`src/rtl/mult_seq_ctrl.sv`:
```
// mult_seq_ctrl
// Handshaked sequencing controller for the 8x8 unsigned multiply path.
// Two operand bytes arrive on ui_in, qualified by in_valid:
//   - the first byte is X;
//   - the second byte is Y.
// An 8-cycle radix-2 shift-add multiply then runs. The 16-bit product is held
// and presented one byte at a time on uo_out until the host acknowledges it.
//
// Ports
//   clk      in   tile clock, rising edge
//   rst_n    in   asynchronous active-low reset
//   ena      in   tile enable; 0 freezes every register
//   ui_in    in   [7:0] operand byte (X in IDLE, Y in WAIT_Y)
//   uio_in   in   [7:0] bit0 in_valid, bit1 out_sel, bit2 out_ack, bit3 clear
//   uo_out   out  [7:0] product byte chosen by out_sel
//   uio_out  out  [7:0] bit4 busy, bit5 done, bit6 wait_y, bit7 hi_nz
//   uio_oe   out  [7:0] constant 8'hF0 (upper nibble driven as status)
module mult_seq_ctrl (
    input  logic       clk,
    input  logic       rst_n,
    input  logic       ena,
    input  logic [7:0] ui_in,
    input  logic [7:0] uio_in,
    output logic [7:0] uo_out,
    output logic [7:0] uio_out,
    output logic [7:0] uio_oe
);

    typedef enum logic [1:0] {
        S_IDLE   = 2'd0,
        S_WAIT_Y = 2'd1,
        S_MUL    = 2'd2,
        S_DONE   = 2'd3
    } state_t;

    state_t      r_state;
    logic [7:0]  r_x;
    logic [2:0]  r_cnt;
    logic [16:0] r_acc;
    logic [15:0] r_prod;

    logic        w_in_valid;
    logic        w_out_sel;
    logic        w_out_ack;
    logic        w_clear;
    logic [8:0]  w_addend;
    logic [8:0]  w_sum;
    logic [16:0] w_acc_next;
    logic [4:0]  w_unused;

    assign w_in_valid = uio_in[0];
    assign w_out_sel  = uio_in[1];
    assign w_out_ack  = uio_in[2];
    assign w_clear    = uio_in[3];

    // The upper uio_in bits carry no function. acc[16] is always zero once
    // it has been shifted, so only the next-value path uses the carry.
    assign w_unused = {uio_in[7:4], r_acc[16]};

    // One shift-add iteration. The multiplier sits in acc[7:0] and is
    // consumed LSB first. The partial product builds up in acc[15:8]. The
    // 9-bit sum keeps the carry, and the right shift folds it back into
    // bit 15.
    assign w_addend   = r_acc[0] ? {1'b0, r_x} : 9'd0;
    assign w_sum      = {1'b0, r_acc[15:8]} + w_addend;
    assign w_acc_next = {1'b0, w_sum, r_acc[7:1]};

    always_ff @(posedge clk or negedge rst_n) begin
        if (!rst_n) begin
            r_state <= S_IDLE;
            r_x     <= 8'd0;
            r_cnt   <= 3'd0;
            r_acc   <= 17'd0;
            r_prod  <= 16'd0;
        end else if (ena) begin
            if (w_clear) begin
                // clear wins over in_valid and out_ack in the same cycle
                r_state <= S_IDLE;
                r_x     <= 8'd0;
                r_cnt   <= 3'd0;
                r_acc   <= 17'd0;
                r_prod  <= 16'd0;
            end else begin
                case (r_state)
                    S_IDLE: begin
                        if (w_in_valid) begin
                            r_x     <= ui_in;
                            r_state <= S_WAIT_Y;
                        end
                    end
                    S_WAIT_Y: begin
                        if (w_in_valid) begin
                            r_acc   <= {9'd0, ui_in};
                            r_cnt   <= 3'd0;
                            r_state <= S_MUL;
                        end
                    end
                    S_MUL: begin
                        r_acc <= w_acc_next;
                        r_cnt <= r_cnt + 3'd1;
                        // The eighth iteration's result goes straight into prod.
                        if (r_cnt == 3'd7) begin
                            r_prod  <= w_acc_next[15:0];
                            r_state <= S_DONE;
                        end
                    end
                    S_DONE: begin
                        if (w_out_ack) begin
                            r_state <= S_IDLE;
                        end
                    end
                    default: begin
                        r_state <= S_IDLE;
                    end
                endcase
            end
        end
    end

    // uo_out muxes the registered product, so out_sel can be changed
    // between edges and the other byte appears immediately.
    assign uo_out  = w_out_sel ? r_prod[15:8] : r_prod[7:0];
    assign uio_out = {(r_prod[15:8] != 8'd0),
                      (r_state == S_WAIT_Y),
                      (r_state == S_DONE),
                      (r_state == S_MUL),
                      4'b0000};
    assign uio_oe  = 8'hF0;

endmodule

```
`config.mk`:
```
export PLATFORM = sky130hd
export DESIGN_NAME = mult_seq_ctrl
export DESIGN_NICKNAME = d
export VERILOG_FILES = /design/src/rtl/mult_seq_ctrl.sv
export SDC_FILE = /design/constraint.sdc
export NUM_CORES = 1
export LEC_CHECK = 0
export BUFFER_PORTS_ARGS = -buffer_cell sky130_fd_sc_hd__clkbuf_2
export CORE_ASPECT_RATIO = 1.75
export CORE_UTILIZATION = 30
export DETAILED_ROUTE_END_ITERATION = 8
export PLACE_DENSITY = 0.57
export SETUP_SLACK_MARGIN = 0.5
export SYNTH_ARGS = -nofsm -noshare
export SYNTH_HDL_FRONTEND = slang
export SYNTH_SLANG_ARGS = --single-unit
```
`constraint.sdc`:
```
create_clock -name clk -period 2 [get_ports clk]
set_clock_uncertainty 0.1 [all_clocks]
set_input_delay 0.3 -clock clk [delete_from_list [all_inputs] [get_ports clk]]
set_output_delay 0.3 -clock clk [all_outputs]
set_load 0.02 [all_outputs]
```
After elaboration in Yosys (flattened, before gate mapping)

Index checks and enable logic that the tools add are counted.

$add $sub $neg: 2
Multiply operators: 0
Divide/modulo/power cells: 0
$lt $le $gt $ge: 0
Eq/ne operators: 8
Shift-type cells: 0
Muxes and demuxes: 20
Bitwise logic cells: 0
Reduce and logical (&&, ||, !) cells: 11

Operator list:

| operator                                              | count |
|---|---|
| two-way mux 16 bit                                    | 5 |
| two-way mux 8 bit                                     | 5 |
| case mux 16 bit (2 select lines)                      | 1 |
| two-way mux 2 bit                                     | 5 |
| adder 8 x 8 -> 9 bit                                  | 1 |
| inequality test 3 bit, second input constant          | 3 |
| AND reduction 3 bit                                   | 3 |
| case mux 2 bit (4 select lines)                       | 1 |
| nonzero test 2 bit                                    | 4 |
| nonzero test 8 bit                                    | 1 |
| two-way mux 3 bit                                     | 2 |
| case mux 3 bit (2 select lines)                       | 1 |
| AND reduction 5 bit                                   | 1 |
| equality test 2 bit, second input constant            | 2 |
| adder 3 x 1 -> 3 bit, second input constant           | 1 |
| equality test 3 bit, second input constant            | 1 |
| inequality test 3 x 2 -> 1 bit, second input constant | 1 |
| nonzero test 3 bit                                    | 1 |
| equality test 2 x 1 -> 1 bit, second input constant   | 1 |
| logical NOT 2 bit                                     | 1 |

Register bits: 45
Bits in latches: 0
Bits in writable memories: 0
Bits in read-only memories: 0
Memories kept: 0

Logic depth before layout (Yosys ltp)

Word-level depth: 5
Gate-level depth with buffers: 7
Mapped depth without buffers: 7

Worst setup path before layout

OpenSTA, ideal clock, no wires.

Path type: reg-to-reg
Start: reg r_acc[0]
End: reg r_acc[13]
Data arrival time: 1.847 ns
Required time: 1.779 ns
Path slack: -0.068 ns
Cell stages (with the launch flop): 8
Buffers on the path: 0
Period minus slack after synthesis: 2.068 ns
Cell sequence: dfrtp_1 and2_1 ha_1 fa_1 a21o_1 a221oi_2 xnor2_1 a22o_1

Cells in the longest elaborated chain, start to end: 4

Ends and longest elaborated chain:

| element                          | RTL line | source |
|---|---|---|
| from (decl)                      | 39       | `logic [16:0] r_acc;` |
| from (signal assigned)           | 93       | `r_acc <= {9'd0, ui_in};` |
| from (signal assigned)           | 99       | `r_acc <= w_acc_next;` |
| two-way mux 8 bit                | 64       | `assign w_addend = r_acc[0] ? {1'b0, r_x} : 9'd0;` |
| adder 8 x 8 -> 9 bit             | 65       | `assign w_sum = {1'b0, r_acc[15:8]} + w_addend;` |
| case mux 16 bit (2 select lines) | 84       | `case (r_state)` |
| two-way mux 16 bit               | 76       | `if (w_clear) begin` |

No other way between the ends.
A chain may end at the register's enable or synchronous reset.

Final worst setup path

Start: reg r_acc[0]
End: reg r_prod[13]

Cells in the longest elaborated chain, start to end: 5

Ends and longest elaborated chain:

| element              | RTL line | source |
|---|---|---|
| two-way mux 8 bit    | 64       |  |
| adder 8 x 8 -> 9 bit | 65       |  |
| two-way mux 16 bit   | 102      | `if (r_cnt == 3'd7) begin` |
| two-way mux 16 bit   | 84       |  |
| two-way mux 16 bit   | 76       |  |
| to (signal assigned) | 103      | `r_prod <= w_acc_next[15:0];` |
| to (decl)            | 40       | `logic [15:0] r_prod;` |

No other way between the ends. The select of a mux whose other input is x is not followed.

==> metrics.md <==
| Metric | Value |
|---|---|
| Overall die area | 8789 sq um |
| Antenna viol nets, final | 0 |
| Post-detailed-placement half-perimeter wirelength | 4411 um |
| Max-cap check violation count | 0 |
| PwrDens | 822.4 nW/um^2 |
| Die outline height | 123.3 um |
| Endpoint class of the critical path | flip-flop |
| Worst Reg-to-Reg Cells | 7 |
| RSZ-0062 raised after global routing | yes |
| Last weighted congestion value of the routability-driven placer | 0.7980 |
| Growth of design area from synthesis to finish | 50.57% |
| Worst Hold Launch | ui_in[5] |
| Global-route usage over all layers | 16.21% |
| Leakage power figure | 1.747 nW |
| First-pass DRT Iterations | 6 |
| Share of the yosys chip area belonging to registers | 44.67% |
| Highest fanout seen on the critical path | 6 |
| Post-Route Hold Slack | 0.1802 ns |
| Arrival time worst endpoint | 2.19 ns |
| Via count of the first global-routing pass | 2089 |
| Number of buffers inserted during clock tree synthesis | 5 |
| Total number of vias | 2036 |
| Status | finished, violations left |
| Port buffer count | 26 |
| Critical setup path kind | reg -> reg |
| Row Count | 43 |
| Worst EP required | 2.08 ns |
| Clock latency reported for the late side of the worst-skew pair | 0.29 ns |
| Slowest cell on crit path | sky130_fd_sc_hd__dfrtp_2 |
| Slowest stage delay, CP | 0.43 ns |
| Worst Setup Slack, final | -0.1077 ns |
| Pre-CTS worst setup slack | -0.1717 ns |
| Beginning of the worst register-to-register path | r_acc[0] |
| Worst setup SP type | flip-flop |
| Hold Path End | r_x[5] |
| Destination of the worst register-to-register timing path | r_prod[13] |
| Met2 Resource Use GR | 28.87% |
| Largest delay contributor family on the critical path | compound AO/OA/AOI/OAI gates |
| Wire length of the first global-routing pass | 10550 um |
| Timing-limited maximum frequency | 474.4 MHz |
| Busiest layer in global routing | met2 |
| IR drop worst, VDD | 0.7580 mV |
| Number of buffers on the longest clock path | 2 |
| Initial antenna violation count | 0 |
| Initial detailed-routing violation count | 42 |
| X dimension of the die | 71.30 um |
| CORE AREA | 8016 sq um |
| Largest net degree at the start of global routing | 46 |
| Synthesis Warnings | 0 |
| HP Class | in -> reg |
| TritonCTS sink count | 45 |
| Count of buffering cells on the critical path with inverters included | 0 |
| Final wirelength | 6771 um |
| Final-layout setup total negative slack | -0.6429 ns |
| TritonCTS clock tree | yes |
| Final hold violations | 0 |
| Clock slew at the register clock pins of the worst setup and hold paths | 0.06 ns |
| Global routing usage on met1 | 16.95% |
| Final net count | 337 |
| Number of storage elements in the synthesis netlist | 45 |
| Layout cells sized above 1 | 49.67% |
| Antenna Cells | 0 |
| Maximum level of the CTS H-tree | 2 |
| Avg Inst Size Synth | 10.77 sq um |
| Register-to-register setup slack | -0.11 ns |
| Vias per inst | 5.168 |
| Violations in the final reports | design-rule violations, negative setup slack |
| Cell-by-cell trace of the critical path | and2_4 > ha_4 > fa_2 > a21o_1 > a221oi_2 > xnor2_1 > a22o_1 |
| Share of the clock period used by the worst path after layout | 105.4% |
| Initial core utilization | 31.45% |
| Unique cell type count in the Yosys netlist | 44 |
| Drt wl/cell | 17.19 um |
| Fraction of met3 tracks used by global routing | 2.363% |
| Number of flops mapped to enable cells by yosys | 0 |
| Cells after Synth | 234 |
| # IOs | 43 |
| Tmin final | 2.108 ns |
| Setup Viol. Count Final | 10 |
| Total global routing overflow | 0 |
| Clock root buffer | sky130_fd_sc_hd__clkbuf_16 |
| DRC Markers | 1 |
| Hold Path Depth | 3 |
| Primary flip-flop cell chosen by synthesis mapping | sky130_fd_sc_hd__dfrtp_1 |
| Netlist area before placement | 2521 sq um |
| Fraction of registers with async set or reset after synthesis | 100.0% |
| Final number of max-transition violations | 0 |
-- cells by family (layout without fill, tap and decap cells) --
kind of cell,count (synthesis),in the layout,synth area share (%)
multiplexers,18,18,7.792
buffers and inverters,29,89,6.948
AND/OR/NAND/NOR,56,56,11.91
adder cells (fa/ha/maj),15,15,7.742
XOR/XNOR,4,4,1.390
other,2,12,0.2979
AO/OA/AOI/OAI,65,65,19.26
flip-flops,45,45,44.67
-- per-layer routing --
layer	part of all wire, %	vias up
met1	37	1001
met4	6.0	0
met5	0	-
met2	55	54
met3	2.6	22
li1	-	959
-- timing repair --
action	CTS	global route
resized for setup	85	32
pin swaps	32	28
setup endpoints to repair	57	53
gates cloned	1	1
hold buffers	1	0
endpoints found under the hold margin	45	0
buffers inserted	17	12
-- cell usage in the layout (no fill, tap or decap), types with 2 or more instances in the layout --
master and instances:
sky130_fd_sc_hd__o31ai_1 3, sky130_fd_sc_hd__or3_4 2, sky130_fd_sc_hd__and2_1 4, sky130_fd_sc_hd__o31ai_2 4
sky130_fd_sc_hd__ha_4 12, sky130_fd_sc_hd__o21ai_1 2, sky130_fd_sc_hd__buf_12 3, sky130_fd_sc_hd__a21o_1 3
sky130_fd_sc_hd__nand2_2 6, sky130_fd_sc_hd__a21oi_1 2, sky130_fd_sc_hd__nand2b_1 9, sky130_fd_sc_hd__o21ai_0 11
sky130_fd_sc_hd__clkbuf_16 5, sky130_fd_sc_hd__a21oi_4 4, sky130_fd_sc_hd__ha_1 2, sky130_fd_sc_hd__clkbuf_2 14
sky130_fd_sc_hd__mux2i_1 8, sky130_fd_sc_hd__buf_8 13, sky130_fd_sc_hd__conb_1 12, sky130_fd_sc_hd__and2_4 5
sky130_fd_sc_hd__buf_4 33, sky130_fd_sc_hd__a22o_1 18, sky130_fd_sc_hd__buf_6 9, sky130_fd_sc_hd__o21ai_4 2
sky130_fd_sc_hd__dfrtp_1 43, sky130_fd_sc_hd__nor4_2 2, sky130_fd_sc_hd__dfrtp_2 2, sky130_fd_sc_hd__a32o_1 4
sky130_fd_sc_hd__inv_1 5, sky130_fd_sc_hd__nand2_4 2, sky130_fd_sc_hd__a21oi_2 3, sky130_fd_sc_hd__o21a_1 2
sky130_fd_sc_hd__nand2_1 16, sky130_fd_sc_hd__mux2_4 10
-- worst max-delay path by stage --
stage | start | slack, ns | cells past startpoint | endpoint
after floorplan | r_acc[0] | 0.02 | 7 | r_acc[13]
after global placement | r_acc[0] | -0.11 | 7 | r_prod[13]
after CTS | r_acc[0] | -0.14 | 7 | r_prod[13]
after detailed placement | r_acc[0] | -0.17 | 7 | r_prod[13]
after global routing | r_acc[0] | -0.16 | 7 | r_acc[13]
final | r_acc[0] | -0.11 | 7 | r_prod[13]
-- metrics by stage --
| step | area (sq um) | util (%) | cells | total power (W) |
|---|---|---|---|---|
| floorplan | 2635 | - | 244 | 0.001660 |
| global placement | 2854 | 35.60 | 354 | 0.001834 |
| detailed placement | 2854 | 35.60 | 354 | 0.001855 |
| CTS | 3582 | 44.69 | 381 | 0.003021 |
| global route | 3796 | 47.35 | 394 | 0.003270 |
| finish | 3796 | 47.35 | 394 | 0.003122 |
-- worst min-delay path, stage by stage --
cell	delay [ns]
sky130_fd_sc_hd__clkbuf_2	0.10
sky130_fd_sc_hd__nand2b_1	0.06
sky130_fd_sc_hd__o21ai_0	0.07
-- cell usage after synthesis (2+ instances only) --
| library cell | n | area (sq um) |
|---|---|---|
| sky130_fd_sc_hd__conb_1 | 2 | 7.510 |
| sky130_fd_sc_hd__a21oi_1 | 8 | 40.04 |
| sky130_fd_sc_hd__a21o_1 | 3 | 22.52 |
| sky130_fd_sc_hd__inv_1 | 7 | 26.28 |
| sky130_fd_sc_hd__mux2i_1 | 8 | 80.08 |
| sky130_fd_sc_hd__or3_1 | 2 | 12.51 |
| sky130_fd_sc_hd__mux2_2 | 9 | 101.4 |
| sky130_fd_sc_hd__xor2_1 | 2 | 17.52 |
| sky130_fd_sc_hd__buf_2 | 4 | 20.02 |
| sky130_fd_sc_hd__ha_1 | 14 | 175.2 |
| sky130_fd_sc_hd__o21a_1 | 2 | 15.01 |
| sky130_fd_sc_hd__a32o_1 | 4 | 40.04 |
| sky130_fd_sc_hd__o21ai_1 | 2 | 10.01 |
| sky130_fd_sc_hd__nor4_1 | 2 | 12.51 |
| sky130_fd_sc_hd__o21ai_0 | 13 | 65.06 |
| sky130_fd_sc_hd__nand3_1 | 2 | 10.01 |
| sky130_fd_sc_hd__nand2b_1 | 9 | 56.30 |
| sky130_fd_sc_hd__and2_1 | 9 | 56.30 |
| sky130_fd_sc_hd__xnor2_1 | 2 | 17.52 |
| sky130_fd_sc_hd__dfrtp_1 | 45 | 1126 |
| sky130_fd_sc_hd__nand2_1 | 24 | 90.09 |
| sky130_fd_sc_hd__buf_4 | 14 | 105.1 |
| sky130_fd_sc_hd__o31ai_1 | 8 | 60.06 |
| sky130_fd_sc_hd__a22o_1 | 18 | 157.7 |
| sky130_fd_sc_hd__clkbuf_1 | 2 | 7.510 |
-- state kept, by name, indices dropped and copies added, names as in the netlist --
| signal | count |
|---|---|
| r_state | 2 |
| r_x | 8 |
| r_cnt | 3 |
| r_prod | 16 |
| r_acc | 16 |
-- cell type report --
cell class                 instances  area, sq um
tap                               90        112.6
timing repair buffer              74        698.2
fill                             710         4220
clock buffer                       5        125.1
clock inverter                     3        25.02
inverter                           7        28.78
sequential                        45         1129
multi-input combinational        170         1678
-- where the power goes --
group / switching, W / internal (W) / total [W] / leakage, nW
logic: 0.000527 / 0.000595 / 0.00112 / 1.07
clock network: 0.000367 / 0.000469 / 0.000836 / 0.0704
registers: 0.000137 / 0.00103 / 0.00116 / 0.609
total: 0.00103 / 0.00209 / 0.00312 / 1.75
Power figures use the tool's default switching activity.
